--- src/rtl/speck64_ctrl.sv ---
// Iterative Speck64/128 block cipher controller: one round per cycle with on-the-fly key schedule.
// Optional decrypt support is compiled in with `define SPECK64_CTRL_DECRYPT_EN.
module speck64_ctrl #(
    parameter int unsigned ROUNDS = 27
) (
    input  logic         clk,
    input  logic         rst,
    input  logic         in_valid,
    output logic         in_ready,
    input  logic [127:0] in_key,
    input  logic [63:0]  in_text,
`ifdef SPECK64_CTRL_DECRYPT_EN
    input  logic         in_decrypt,
`endif
    output logic         out_valid,
    input  logic         out_ready,
    output logic [63:0]  out_text,
    output logic         busy
);

    localparam int unsigned CW = (ROUNDS > 1) ? $clog2(ROUNDS + 1) : 1;
    localparam logic [CW-1:0] LAST = CW'(ROUNDS - 1);

    function automatic logic [31:0] ror8(input logic [31:0] v);
        return {v[7:0], v[31:8]};
    endfunction

    function automatic logic [31:0] rol3(input logic [31:0] v);
        return {v[28:0], v[31:29]};
    endfunction

`ifdef SPECK64_CTRL_DECRYPT_EN
    function automatic logic [31:0] ror3(input logic [31:0] v);
        return {v[2:0], v[31:3]};
    endfunction

    function automatic logic [31:0] rol8(input logic [31:0] v);
        return {v[23:0], v[31:24]};
    endfunction
`endif

    typedef enum logic [1:0] {
        IDLE,
        RUN,
        DONE
`ifdef SPECK64_CTRL_DECRYPT_EN
        , KEYGEN
`endif
    } state_t;

    state_t        state;
    logic [CW-1:0] cnt;
    logic [31:0]   x, y, k;
    logic [31:0]   l_a, l_b, l_c;
    logic [31:0]   l_new, k_next, run_x, run_y;

`ifdef SPECK64_CTRL_DECRYPT_EN
    logic          dec;
    logic [31:0]   kf [ROUNDS];
    logic [CW-1:0] kidx;
    logic [31:0]   dec_y;
`endif

    assign in_ready = (state == IDLE);
    assign busy     = (state != IDLE);

    // l_a/l_b/l_c hold l[i], l[i+1], l[i+2] for the current round index i = cnt
    always_comb begin
        l_new  = (k + ror8(l_a)) ^ 32'(cnt);
        k_next = rol3(k) ^ l_new;
        run_x  = (ror8(x) + y) ^ k;
        run_y  = rol3(y) ^ run_x;
`ifdef SPECK64_CTRL_DECRYPT_EN
        kidx   = LAST - cnt;
        dec_y  = ror3(x ^ y);
        if (dec) begin
            run_y = dec_y;
            run_x = rol8((x ^ kf[kidx]) - dec_y);
        end
`endif
    end

    always_ff @(posedge clk or posedge rst) begin
        if (rst) begin
            state     <= IDLE;
            cnt       <= '0;
            x         <= '0;
            y         <= '0;
            k         <= '0;
            l_a       <= '0;
            l_b       <= '0;
            l_c       <= '0;
            out_valid <= 1'b0;
            out_text  <= '0;
`ifdef SPECK64_CTRL_DECRYPT_EN
            dec       <= 1'b0;
            for (int unsigned i = 0; i < ROUNDS; i++) kf[i] <= '0;
`endif
        end else begin
            case (state)
                IDLE: begin
                    if (in_valid) begin
                        x   <= in_text[63:32];
                        y   <= in_text[31:0];
                        k   <= in_key[31:0];
                        l_a <= in_key[63:32];
                        l_b <= in_key[95:64];
                        l_c <= in_key[127:96];
                        cnt <= '0;
`ifdef SPECK64_CTRL_DECRYPT_EN
                        dec   <= in_decrypt;
                        state <= in_decrypt ? KEYGEN : RUN;
`else
                        state <= RUN;
`endif
                    end
                end
`ifdef SPECK64_CTRL_DECRYPT_EN
                KEYGEN: begin
                    kf[cnt] <= k;
                    k       <= k_next;
                    l_a     <= l_b;
                    l_b     <= l_c;
                    l_c     <= l_new;
                    if (cnt == LAST) begin
                        cnt   <= '0;
                        state <= RUN;
                    end else begin
                        cnt <= cnt + 1'b1;
                    end
                end
`endif
                RUN: begin
                    x   <= run_x;
                    y   <= run_y;
                    k   <= k_next;
                    l_a <= l_b;
                    l_b <= l_c;
                    l_c <= l_new;
                    if (cnt == LAST) begin
                        state     <= DONE;
                        out_valid <= 1'b1;
                        out_text  <= {run_x, run_y};
                    end else begin
                        cnt <= cnt + 1'b1;
                    end
                end
                DONE: begin
                    if (out_ready) begin
                        out_valid <= 1'b0;
                        state     <= IDLE;
                    end
                end
                default: state <= IDLE;
            endcase
        end
    end

endmodule

--- config.mk ---
export PLATFORM = sky130hd
export DESIGN_NAME = speck64_ctrl
export DESIGN_NICKNAME = d
export VERILOG_FILES = /design/src/rtl/speck64_ctrl.sv
export SDC_FILE = /design/constraint.sdc
export NUM_CORES = 1
export LEC_CHECK = 0
export ABC_CLOCK_PERIOD_IN_PS = 13000
export CORE_UTILIZATION = 54
export CTS_CLUSTER_DIAMETER = 60
export DETAILED_ROUTE_END_ITERATION = 8
export MAX_ROUTING_LAYER = met4
export PLACE_DENSITY = 0.81
export SETUP_SLACK_MARGIN = 0.15
export SYNTH_ARGS = -nofsm -noshare
export SYNTH_HDL_FRONTEND = slang
export SYNTH_SLANG_ARGS = --single-unit
--- constraint.sdc ---
create_clock -name clk -period 13 [get_ports clk]
set_input_delay 3.25 -clock clk [delete_from_list [all_inputs] [get_ports clk]]
set_output_delay 3.25 -clock clk [all_outputs]
set_load 0.05 [all_outputs]
Word-level counts from Yosys, hierarchy flattened
Index checks and enable logic that the tools add are counted.
{"block": "word_totals", "regBits": 264, "out_inout_bits": 67}
{"block": "classes", "addsub": 3, "mux": 22, "n_eq_ne": 7, "n_bitwise": 4, "reduce_logical": 9}
{"op": "$pmux W32 S2", "count": 6}
{"op": "$mux W32", "count": 6}
{"op": "$xor A32 B32 Y32", "count": 3}
{"op": "$add A32 B32 Y32", "count": 2}
{"op": "$xor A32 B5 Y32", "count": 1}
{"op": "$mux W5", "count": 2}
{"op": "$pmux W5 S2", "count": 1}
{"op": "$reduce_and A3 Y1", "count": 3}
{"op": "$ne A2 B2 Y1 const B", "count": 4}
{"op": "$mux W2", "count": 3}
{"op": "$pmux W2 S3", "count": 1}
{"op": "$reduce_bool A2 Y1", "count": 3}
{"op": "$add A5 B1 Y5 const B", "count": 1}
{"op": "$eq A5 B5 Y1 const B", "count": 1}
{"op": "$reduce_and A2 Y1", "count": 2}
{"op": "$eq A2 B1 Y1 const B", "count": 1}
{"op": "$eq A2 B2 Y1 const B", "count": 1}
{"op": "$logic_not A2 Y1", "count": 1}
{"op": "$mux W1", "count": 2}
{"op": "$pmux W1 S2", "count": 1}

Logic depth before layout (Yosys ltp)
{"block": "depth", "ltp_word": 4, "ltp_mapped": 13}

Worst setup path after synthesis
Ideal clock, no wire load.
{"block": "synth_path", "path_type": "reg2out", "from": "reg state[0]", "to": "out busy", "arrival_time_ns": 1.758, "path_slack_ns": 7.992, "stages_incl_launch_ff": 4, "cell_sequence": "dfrtp_1 -> clkbuf_1 -> nor2_1 -> inv_1"}
{"block": "synth_between", "elab_chain_len": 1}
{"element": "start, declared", "line": "51", "text": "state_t state;"}
{"element": "start signal, assigned", "line": "85", "text": "state <= IDLE;"}
{"element": "start signal, assigned", "line": "114", "text": "state <= RUN;"}
{"element": "start signal, assigned", "line": "141", "text": "state <= DONE;"}
{"element": "$reduce_bool A2 Y1", "line": "65", "text": "assign busy = (state != IDLE);"}
{"element": "end, declared", "line": "18", "text": "output logic busy"}
Every way passes these cells.

Final worst setup path
{"block": "layout_path", "from": "reg state[0]", "to": "out in_ready"}
{"block": "layout_between", "elab_chain_len": 1}
{"element": "$logic_not A2 Y1", "line": "64", "text": "assign in_ready = (state == IDLE);"}
{"element": "end, declared", "line": "9", "text": "output logic in_ready,"}
Every way passes these cells.

==> summary.txt <==
Status
  • Status: complete, no violations

CTS
  • TritonCTS Sinks: around 260
  • CTS H-tree lvls: 1
  • Bufs on Longest Clock Path: 3
  • Worst skew pair latency: between 0.5 and 0.6 ns
  • Post-CTS sizing: 0
  • Post-CTS setup repair buffer count: 0
  • # hold bufs at CTS: 0
  • Root Buffer Master: clkbuf_16
  • Num CTS Buffers: 28
  • CTS tree: built
  • Clock-pin slew on the worst setup and hold paths: 0.06 ns

Logic synthesis
  • Compound-cell area share of the yosys netlist: 0.215
  • Post-synthesis cell area: around 15000 sq um
  • Area share of fa/ha/maj cells after synthesis: 0.0556
  • Mean Syn Cell Area: 8.90 sq um
  • Largest family of logic cells by synthesized area: compound AO/OA/AOI/OAI gates
  • Dominant cells by area after synthesis: dfrtp_1, nand2_1, xnor2_1
  • Most frequent cell after synthesis: nand2_1
  • Area leader, netlist: dfrtp_1
  • Ys flop type: dfrtp_1
  • Seq cells post-synth: 264
  • Post-synth ARST share: 1.00
  • Sequential-to-total area share from yosys stat: 0.437
  • Syn nets: 1962
  • Post-synth EDFFs: 0
  • Most frequent cells after synthesis: nand2_1, dfrtp_1, o21ai_0, a21oi_1, nor2_1
  • Yosys top cell area share: 0.437
  • Synth cell types: 65
  • Post-synthesis xor/xnor area fraction: 0.0954
  • Warnings, synthesis: 0
  • Post-synthesis mux area share: 0.00298
  • Gate Count Post-Synth: 1700
  • Synth Area in Simple Gates: 0.160

Worst setup path
  • FF-to-FF End: y[30]
  • CP max stage delay: slightly above 0.9 ns
  • Critical path's slowest cell: clkdlybuf4s50_1
  • WP data arrival: ~2.7 ns
  • Buf+Inv Stages, Crit Path: 1
  • CP startpoint kind: flip-flop
  • Worst EP required: just under 10 ns
  • R2R setup slack: 9.20 ns
  • Worst path top cell family by delay: buffers and inverters
  • Worst setup EP type: primary output
  • Critical-path cell list: nor2_1 > clkdlybuf4s50_1
  • Critical path type: reg -> out
  • Cell depth of the worst setup path: 2
  • Worst R2R Start: y[0]
  • R2R cell count: 13
  • Crit Path Max Fanout: 55

Floorplanning
  • Core ar.: 27300 sq um
  • Die Height: around 170 microns
  • DIE AREA: between 20000 and 30000 sq um
  • Initial core utilization: 0.555
  • Row cnt: 60
  • IO Count: approximately 260
  • Die Span X: 169 microns

Min path
  • Hold Crit Depth: 2
  • Min-Delay Path Class: reg -> reg
  • Hold endpoint: out_text[6]
  • Min-Delay Startpoint: out_text[6]

Layout
  • FF/Latch Area: ~6600 sq um
  • Share of cells above drive strength 1: 0.0422
  • Nets: approximately 2.2k
  • Area growth, synth to finish: 24.5%
  • Fillcell total: about 2.2k
  • Antenna Diode Count: 0
  • Multi-input combinational cell area: about 8000 sq um

Timing
  • Minimum clock period: a little under 6 ns
  • Final Skew: approximately 0.028 ns
  • Max-slew violations: 0
  • Crit share post-route: 0.458
  • Max Clk Rate: roughly 170 MHz
  • Slew Limit Headroom: 0.191
  • RSZ-0062 raised after global routing: false
  • Hold Fails Final Rpt: 0
  • Slew @ Worst Pin: around 1.2 ns
  • Final TNS setup: 0 ns
  • Final setup vio count: 0

Route
  • Routed wire per std cell: 20.8 microns
  • Initial drt markers: around 1.6k
  • Drt via density: 6.06
  • Via count: 13.9k
  • Drt pass-1 iters: 7
  • Routed Antenna Nets: 0
  • WL final: approximately 48000 microns
  • DRC: 0

Run
  • Max-Cap Viols: 0

GRT
  • Overall Global Routing Usage: 0.343
  • First-pass GRT wire length: around 74000 microns
  • Vias in the first global route: around 13k
  • Grt total ovfl: 0
  • Initial antenna violation count: 0
  • Largest net degree at the start of global routing: 109

Place
  • IO Port Bufs: 262
  • RePlAce Congestion: 0.936
  • DP HPWL: roughly 34000 microns
through the flow:
stage	setup WS [ns]	util	hold WS [ns]	cell area (sq um)	std cells
2_1_floorplan	2.48	-	0.439	15100	1700
3_3_place_gp	6.69	0.658	0.460	17900	2240
3_5_place_dp	6.60	0.658	0.462	17900	2240
4_1_cts	7.06	0.691	0.478	18800	2292
5_1_grt	6.88	0.691	0.498	18800	2292
6_report	7.05	0.691	0.474	18800	2292
kinds of logic after synthesis:
group	count (synthesis)
buf+inv	130
fa+ha+maj	66
mux	4
simple gates	542
xor+xnor	163
flops	264
compound gates	531
final cells by class:
| type | count | area share |
|---|---|---|
| Clock buffer | 38 | 0.0424 |
| Inverter | 24 | 0.00518 |
| Timing Repair Buffer | 274 | 0.144 |
| Multi-Input combinational cell | 1306 | 0.426 |
| Clock inverter | 14 | 0.00638 |
| Tap cell | 372 | 0.0247 |
| Sequential cell | 264 | 0.351 |
worst min-delay path, stage by stage, from the launching register on:
cell and delay, ns:
dfrtp_1 0.34, nand2_1 0.05, nand2_1 0.05
cell usage in the layout, fill, tap and decap left out, types with 12 or more instances in the layout:
master	synthesis	routed
a21o_1	31	31
a21oi_1	127	127
a22oi_1	18	18
a31oi_1	74	74
and3b_1	14	14
buf_4	1	12
clkbuf_16	0	28
clkdlybuf4s50_1	0	262
dfrtp_1	264	262
ha_1	64	64
inv_1	24	23
nand2_1	308	308
nand3_1	17	17
nor2_1	106	105
nor3b_1	33	33
o21ai_0	140	140
o22a_1	34	34
o22ai_1	48	48
or3_1	13	13
xnor2_1	102	102
xor2_1	60	60
per-layer routing:
layer,GRT usage,up-vias,part of all wire
met5,-,-,0
met4,0.108,0,0.029
met3,0.0406,90,0.078
met2,0.539,667,0.46
met1,0.466,6711,0.43
li1,-,6421,-
worst max-delay path by stage:
stage                     startpoint  endpoint  slack [ns]
final                       state[0]  in_ready        7.05
after detailed placement    in_valid   l_c[27]        6.60
after global routing        in_valid   l_c[27]        6.88
after global placement      in_valid   l_c[21]        6.69
after CTS                   state[0]  in_ready        7.06
after floorplan                  rst    cnt[0]        2.48
registers in the layout, indices dropped and copies added (netlist names):
name,flops
x,32
l_b,32
l_a,32
out_text,64
k,32
state,2
out_valid,1
l_c,32
cnt,5
y,32
Power is not shown: default switching activity piles up to over one toggle a cycle in this logic, so the estimate is an artifact.
